--- src/rtl/c7bbiu_arb.sv ---
// Shares the single external memory port between IFU fetch and LSU, one transaction at a time.
// Build option C7B_ARB_RR_EN selects round-robin; otherwise fixed LSU priority with a starvation counter.
module c7bbiu_arb #(
  parameter int STARVE_LIMIT = 8
) (
  input  logic        clk,
  input  logic        resetn,
  input  logic        ifu_arb_req,
  input  logic [31:0] ifu_arb_addr,
  input  logic        ifu_arb_cancel,
  output logic        arb_ifu_ack,
  output logic        arb_ifu_data_valid,
  output logic [63:0] arb_ifu_data,
  input  logic        lsu_arb_req,
  input  logic        lsu_arb_wr,
  input  logic [31:0] lsu_arb_addr,
  input  logic [63:0] lsu_arb_wdata,
  input  logic [7:0]  lsu_arb_wstrb,
  output logic        arb_lsu_ack,
  output logic        arb_lsu_data_valid,
  output logic [63:0] arb_lsu_data,
  output logic        arb_mem_req,
  output logic        arb_mem_wr,
  output logic [31:0] arb_mem_addr,
  output logic [63:0] arb_mem_wdata,
  output logic [7:0]  arb_mem_wstrb,
  input  logic        mem_arb_ack,
  input  logic        mem_arb_data_valid,
  input  logic [63:0] mem_arb_data,
  output logic [1:0]  dbg_state
);

  // Handshake: a requester holds req and its fields until its ack; ack is the
  // memory ack passed through combinationally while this arbiter is in REQ for
  // that owner; data_valid is a single-cycle pulse qualifying arb_*_data.
  typedef enum logic [1:0] {IDLE = 2'd0, REQ = 2'd1, WAIT = 2'd2} state_t;

  localparam logic OWN_IFU = 1'b0;
  localparam logic OWN_LSU = 1'b1;

  state_t state, state_nxt;
  logic   owner, owner_nxt;
  logic   drop, drop_nxt;
  logic   arb_pt, any_req, grant_lsu, in_req, resp;

`ifndef C7B_ARB_RR_EN
  localparam int CW = $clog2(STARVE_LIMIT + 1);
  logic [CW-1:0] starve_cnt, starve_cnt_nxt;
  logic          starved;

  assign starved = (starve_cnt == CW'(STARVE_LIMIT));
`endif

  always_ff @(posedge clk or negedge resetn) begin
    if (!resetn) begin
      state <= IDLE;
      owner <= OWN_IFU;
      drop  <= 1'b0;
`ifndef C7B_ARB_RR_EN
      starve_cnt <= '0;
`endif
    end else begin
      state <= state_nxt;
      owner <= owner_nxt;
      drop  <= drop_nxt;
`ifndef C7B_ARB_RR_EN
      starve_cnt <= starve_cnt_nxt;
`endif
    end
  end

  assign any_req = ifu_arb_req | lsu_arb_req;

`ifdef C7B_ARB_RR_EN
  // On a tie the previous owner yields.
  assign grant_lsu = (ifu_arb_req & lsu_arb_req) ? (owner == OWN_IFU) : lsu_arb_req;
`else
  assign grant_lsu = lsu_arb_req & ~(ifu_arb_req & starved);
`endif

  always_comb begin
    state_nxt = state;
    owner_nxt = owner;
    drop_nxt  = drop;
`ifndef C7B_ARB_RR_EN
    starve_cnt_nxt = starve_cnt;
`endif
    arb_pt = 1'b0;
    case (state)
      IDLE:    arb_pt = 1'b1;
      REQ:     if (mem_arb_ack) state_nxt = WAIT;
      WAIT:    arb_pt = mem_arb_data_valid;
      default: state_nxt = IDLE;
    endcase

    if (arb_pt) begin
      drop_nxt = 1'b0;
      if (any_req) begin
        state_nxt = REQ;
        owner_nxt = grant_lsu ? OWN_LSU : OWN_IFU;
`ifndef C7B_ARB_RR_EN
        if (grant_lsu && ifu_arb_req) starve_cnt_nxt = starve_cnt + 1'b1;
        else                          starve_cnt_nxt = '0;
`endif
      end else begin
        state_nxt = IDLE;
      end
    end else if ((state == REQ || state == WAIT) && owner == OWN_IFU && ifu_arb_cancel) begin
      // Cancelled fetch still completes on the memory side; only its beat is discarded.
      drop_nxt = 1'b1;
    end
  end

  assign in_req = (state == REQ);
  assign resp   = (state == WAIT) & mem_arb_data_valid;

  always_comb begin
    arb_mem_req   = in_req;
    arb_mem_wr    = 1'b0;
    arb_mem_addr  = '0;
    arb_mem_wdata = '0;
    arb_mem_wstrb = '0;
    if (in_req) begin
      if (owner == OWN_LSU) begin
        arb_mem_wr    = lsu_arb_wr;
        arb_mem_addr  = lsu_arb_addr;
        arb_mem_wdata = lsu_arb_wdata;
        arb_mem_wstrb = lsu_arb_wstrb;
      end else begin
        arb_mem_addr  = ifu_arb_addr;
      end
    end
  end

  assign arb_ifu_ack        = in_req & (owner == OWN_IFU) & mem_arb_ack;
  assign arb_lsu_ack        = in_req & (owner == OWN_LSU) & mem_arb_ack;
  assign arb_ifu_data_valid = resp & (owner == OWN_IFU) & ~drop & ~ifu_arb_cancel;
  assign arb_lsu_data_valid = resp & (owner == OWN_LSU);
  assign arb_ifu_data       = mem_arb_data;
  assign arb_lsu_data       = mem_arb_data;
  assign dbg_state          = state;

endmodule

--- config.mk ---
export PLATFORM = sky130hd
export DESIGN_NAME = c7bbiu_arb
export DESIGN_NICKNAME = d
export VERILOG_FILES = /design/src/rtl/c7bbiu_arb.sv
export SDC_FILE = /design/constraint.sdc
export NUM_CORES = 1
export LEC_CHECK = 0
export CAP_MARGIN = 30
export CORE_AREA = 2 2 172 174
export DETAILED_ROUTE_END_ITERATION = 16
export DIE_AREA = 0 0 174 176
export MAX_ROUTING_LAYER = met4
export PLACE_DENSITY = 0.52
export SLEW_MARGIN = 0
export SYNTH_ARGS = -nofsm -noshare
export SYNTH_HDL_FRONTEND = slang
export SYNTH_SLANG_ARGS = --single-unit
--- constraint.sdc ---
create_clock -name clk -period 2.7 [get_ports clk]
set_input_delay 0.405 -clock clk [delete_from_list [all_inputs] [get_ports clk]]
set_output_delay 0.405 -clock clk [all_outputs]
set_load 0.02 [all_outputs]
==> results.md, run 1 <==
* Status: finished, final reports clean
* Worst path buffer plus inverter count at 3
* Cell depth of the worst flop-to-flop path at 5
* Routability cong. at ~0.7
* Critical path arrival at between 2 and 2.5 ns
* H-tree Lvls at 1
* Starting Density at 0.0892
* Setup total negative slack at 0 ns
* Fmax at 403 MHz
* Syn avg cell area at ~7.4 sq um
* Final period utilization at 0.918
* Leakage at 1.96 nW
* Vias at around 2600
* First-pass GRT wire length at 15.6 mm
* Mapped cell area at around 2500 sq um
* Layout cells sized above 1 at 0.0243
* Slew Viols, Final at 0
* Reg2reg setup slack at 1.10 ns
* Cell chain of the critical path: inv_1 -> ha_2 -> buf_12 -> and3_1 -> clkdlybuf4s50_1
* DR DRC count at 0
* Rel. slew slack at 0.650
* Core ar. at 28500 sq um
* Tmin final at 2.48 ns
* CTS tree: done
* Iteration-0 DRC Markers at 75
* Setup violations, final at 0
* Worst reg2reg startpoint: dbg_state[0]
* Simple-Gate Fraction of Synth Area at 0.298
* Initial antenna violation count at 0
* CTS clock-pin slew for the worst setup and hold paths at 0.04 ns
* WS Path Type: reg -> out
* Maximum VDD drop at 0.000663 V
* Synth Instances at 342
* R2R Path End: dbg_state[1]
* Slowest stage cell on the critical path: clkdlybuf4s50_1
* Tot Pwr at 3.52 mW
* Warnings from Yosys at 0
* Number of synthesized register bits at 8
* Antenna cell count at 0
* Max Cap Viol at 0
* Crit path max-delay family: buffers and inverters
* Final hold viol count at 0
* RSZ-0062 raised after global routing: false
* Crit end category: primary output
* Post-CTS Setup Bufs at 0
* Crit path required time at between 2 and 2.5 ns
* Io pins at 448
* Number of routed nets with antenna violations at 0
* Drt first pass iters at 4
* Synth-to-layout area growth at 83.0%
* Placed inst area at between 4000 and 5000 sq um
* TritonCTS Sinks at 8
* CTS Buf Count at 3
* Hold crit path type: in -> async
* Post-synthesis mux area share at 0.126
* GR Layer Usage met1 at 0.0698
* Row Count at slightly above 60
* CP max stage delay at 0.62 ns
* Power per cell area at roughly 760 nW/um^2
* DP Wirelength at between 8 and 9 mm
* Routed vias/inst at ~3.1
* Distinct cells, synth at 25
* Synth Area in Compound Gates at 0.0423
* Adder-Cell Fraction of Synth Area at 0.0246
* # hold bufs at CTS at 0
* Largest family of logic cells by synthesized area: buffers and inverters
* Routed wire length per instance at ~13 microns
* Critical path launch point type: flop
* Post-Syn Nets at 555
* M2 GR Usage at 0.102
* Die height at 176 microns
* GRT Util Overall at 0.0659
* Max Buffers Root-to-Sink at 2
* Slew @ Worst Pin at 0.526 ns
* Filler cells at ~3300
* Crit-path max FO at between 70 and 80
* Largest net degree at the start of global routing at 77
* Post_cts resized at 0
* Die area at about 30000 sq um
* GR peak layer: met2
* CTS root buf: clkbuf_16
* Post-Synth XOR/XNOR Area at 0
* Total wire length at ~11 mm
* Worst skew pair latency at 0.23 ns
* Congestion Overflow GR at 0
* Met3 Usage GRT at 0.0295
* Fin area at approximately 4700 sq um
* Nets at between 600 and 700
* Die Wd at 174 microns
* Clock Skew at around 0.0031 ns
* Post-synthesis sequential area ratio at 0.0786
* Vias in the first global route at 2595
* Port Buffers at around 260
[layer usage]
metal,wire length [microns],part of all wire
met5,0,0
met1,4120,0.38
met3,1350,0.12
met4,577,0.053
met2,4930,0.45
[cell families (layout without fill, tap and decap cells)]
family | after synthesis | count (layout)
AND/OR/NAND/NOR | 121 | 121
buffers and inverters | 159 | 270
multiplexers | 32 | 32
adder cells (fa/ha/maj) | 5 | 5
flip-flops | 8 | 8
AO/OA/AOI/OAI | 17 | 17
[where the power goes]
part	total [mW]	internal, mW	switching, mW	leakage, nW
Clock	0.258	0.197	0.0614	0.0382
Combinational	3.05	1.50	1.55	1.82
Sequential	0.217	0.172	0.0455	0.103
[cells in the final DEF, fill, tap and decap left out, types with 2 or more instances in the layout]
master,synthesis,routed
clkbuf_16,0,3
o21ai_0,6,6
buf_12,0,3
dfrtp_1,8,7
and3_1,75,75
nand3_1,2,2
nor2b_1,33,33
a21oi_1,3,3
inv_1,7,7
a31oi_1,3,3
ha_1,5,4
mux2i_1,32,32
clkdlybuf4s50_1,0,255
nor2_1,3,3
o311ai_1,2,2
nand2_1,2,2
[registers in the layout (all words and copies together) (netlist names)]
signal,cells
dbg_state,2
drop,1
starve_cnt,4
owner,1
[per-stage QoR]
stage / utilization / hold WS (ns) / worst slack, ns / cells
after global placement: 0.161 / 0.494 / 0.448 / 833
after detailed placement: 0.161 / 0.496 / 0.442 / 833
after floorplan: - / 0.109 / 0.550 / 342
final: 0.163 / 0.481 / 0.220 / 837
after CTS: 0.163 / 0.485 / 0.190 / 837
after global routing: 0.163 / 0.499 / 0.0844 / 837
[worst max path at each step]
stage	slack [ns]	cells after the start	to	start
after CTS	0.19	5	arb_mem_wstrb[7]	dbg_state[1]
after detailed placement	0.44	5	arb_mem_wstrb[7]	dbg_state[1]
final	0.22	5	arb_mem_wdata[33]	dbg_state[1]
after floorplan	0.55	6	arb_mem_addr[11]	dbg_state[1]
after global routing	0.08	5	arb_mem_addr[4]	dbg_state[1]
after global placement	0.45	3	arb_lsu_ack	mem_arb_ack
[final cells by class]
| class | count | area [sq um] | share of cell area |
|---|---|---|---|
| Clock buffer | 4 | 78.8 | 0.0169 |
| Inverter | 7 | 26.3 | 0.00564 |
| Multi-Input combinational cell | 175 | 1250 | 0.268 |
| Sequential cell | 8 | 204 | 0.0438 |
| Tap cell | 384 | 480 | 0.103 |
| Timing Repair Buffer | 259 | 2620 | 0.562 |
[synth_stat cells]
| cell type | n | share of area |
|---|---|---|
| a31oi_1 | 3 | 0.0074 |
| nand2b_1 | 1 | 0.0025 |
| and2_1 | 1 | 0.0025 |
| dfrtp_1 | 8 | 0.079 |
| nand4_4 | 1 | 0.0084 |
| and3_1 | 75 | 0.18 |
| mux2i_1 | 32 | 0.13 |
| nor2_1 | 3 | 0.0044 |
| o311ai_1 | 2 | 0.0069 |
| nand2_1 | 2 | 0.0029 |
| o22ai_1 | 1 | 0.0025 |
| clkbuf_1 | 16 | 0.024 |
| inv_1 | 7 | 0.010 |
| buf_2 | 4 | 0.0079 |
| nand4_1 | 1 | 0.0025 |
| a21oi_1 | 3 | 0.0059 |
| nor2b_1 | 33 | 0.081 |
| a21o_4 | 1 | 0.0059 |
| nand3_1 | 2 | 0.0039 |
| nor4_1 | 1 | 0.0025 |
| ha_1 | 5 | 0.025 |
| buf_4 | 132 | 0.39 |
| o21ai_1 | 1 | 0.0020 |
| o21ai_0 | 6 | 0.012 |
| nand3b_1 | 1 | 0.0029 |
(Power assumes the default switching activity.)
==> inputs of run 2 (changes only) <==
--- a/config.mk
+++ b/config.mk
@@ -7,8 +7,10 @@
 export LEC_CHECK = 0
 export CAP_MARGIN = 30
 export CORE_AREA = 2 2 172 174
+export CTS_CLUSTER_SIZE = 20
 export DETAILED_ROUTE_END_ITERATION = 16
 export DIE_AREA = 0 0 174 176
+export GPL_ROUTABILITY_DRIVEN = 0
 export MAX_ROUTING_LAYER = met4
 export PLACE_DENSITY = 0.52
 export SLEW_MARGIN = 0
==> results of run 2 <==
Same layout as run 1: the final DEF is identical, and so are final timing and power.
==> inputs of run 3 (changes only) <==
--- a/config.mk
+++ b/config.mk
@@ -13,6 +13,8 @@
 export GPL_ROUTABILITY_DRIVEN = 0
 export MAX_ROUTING_LAYER = met4
 export PLACE_DENSITY = 0.52
+export SKIP_CTS_REPAIR_TIMING = 1
+export SKIP_LAST_GASP = 1
 export SLEW_MARGIN = 0
 export SYNTH_ARGS = -nofsm -noshare
 export SYNTH_HDL_FRONTEND = slang
==> results of run 3 <==
Same layout as run 1: the final DEF is identical, and so are final timing and power.
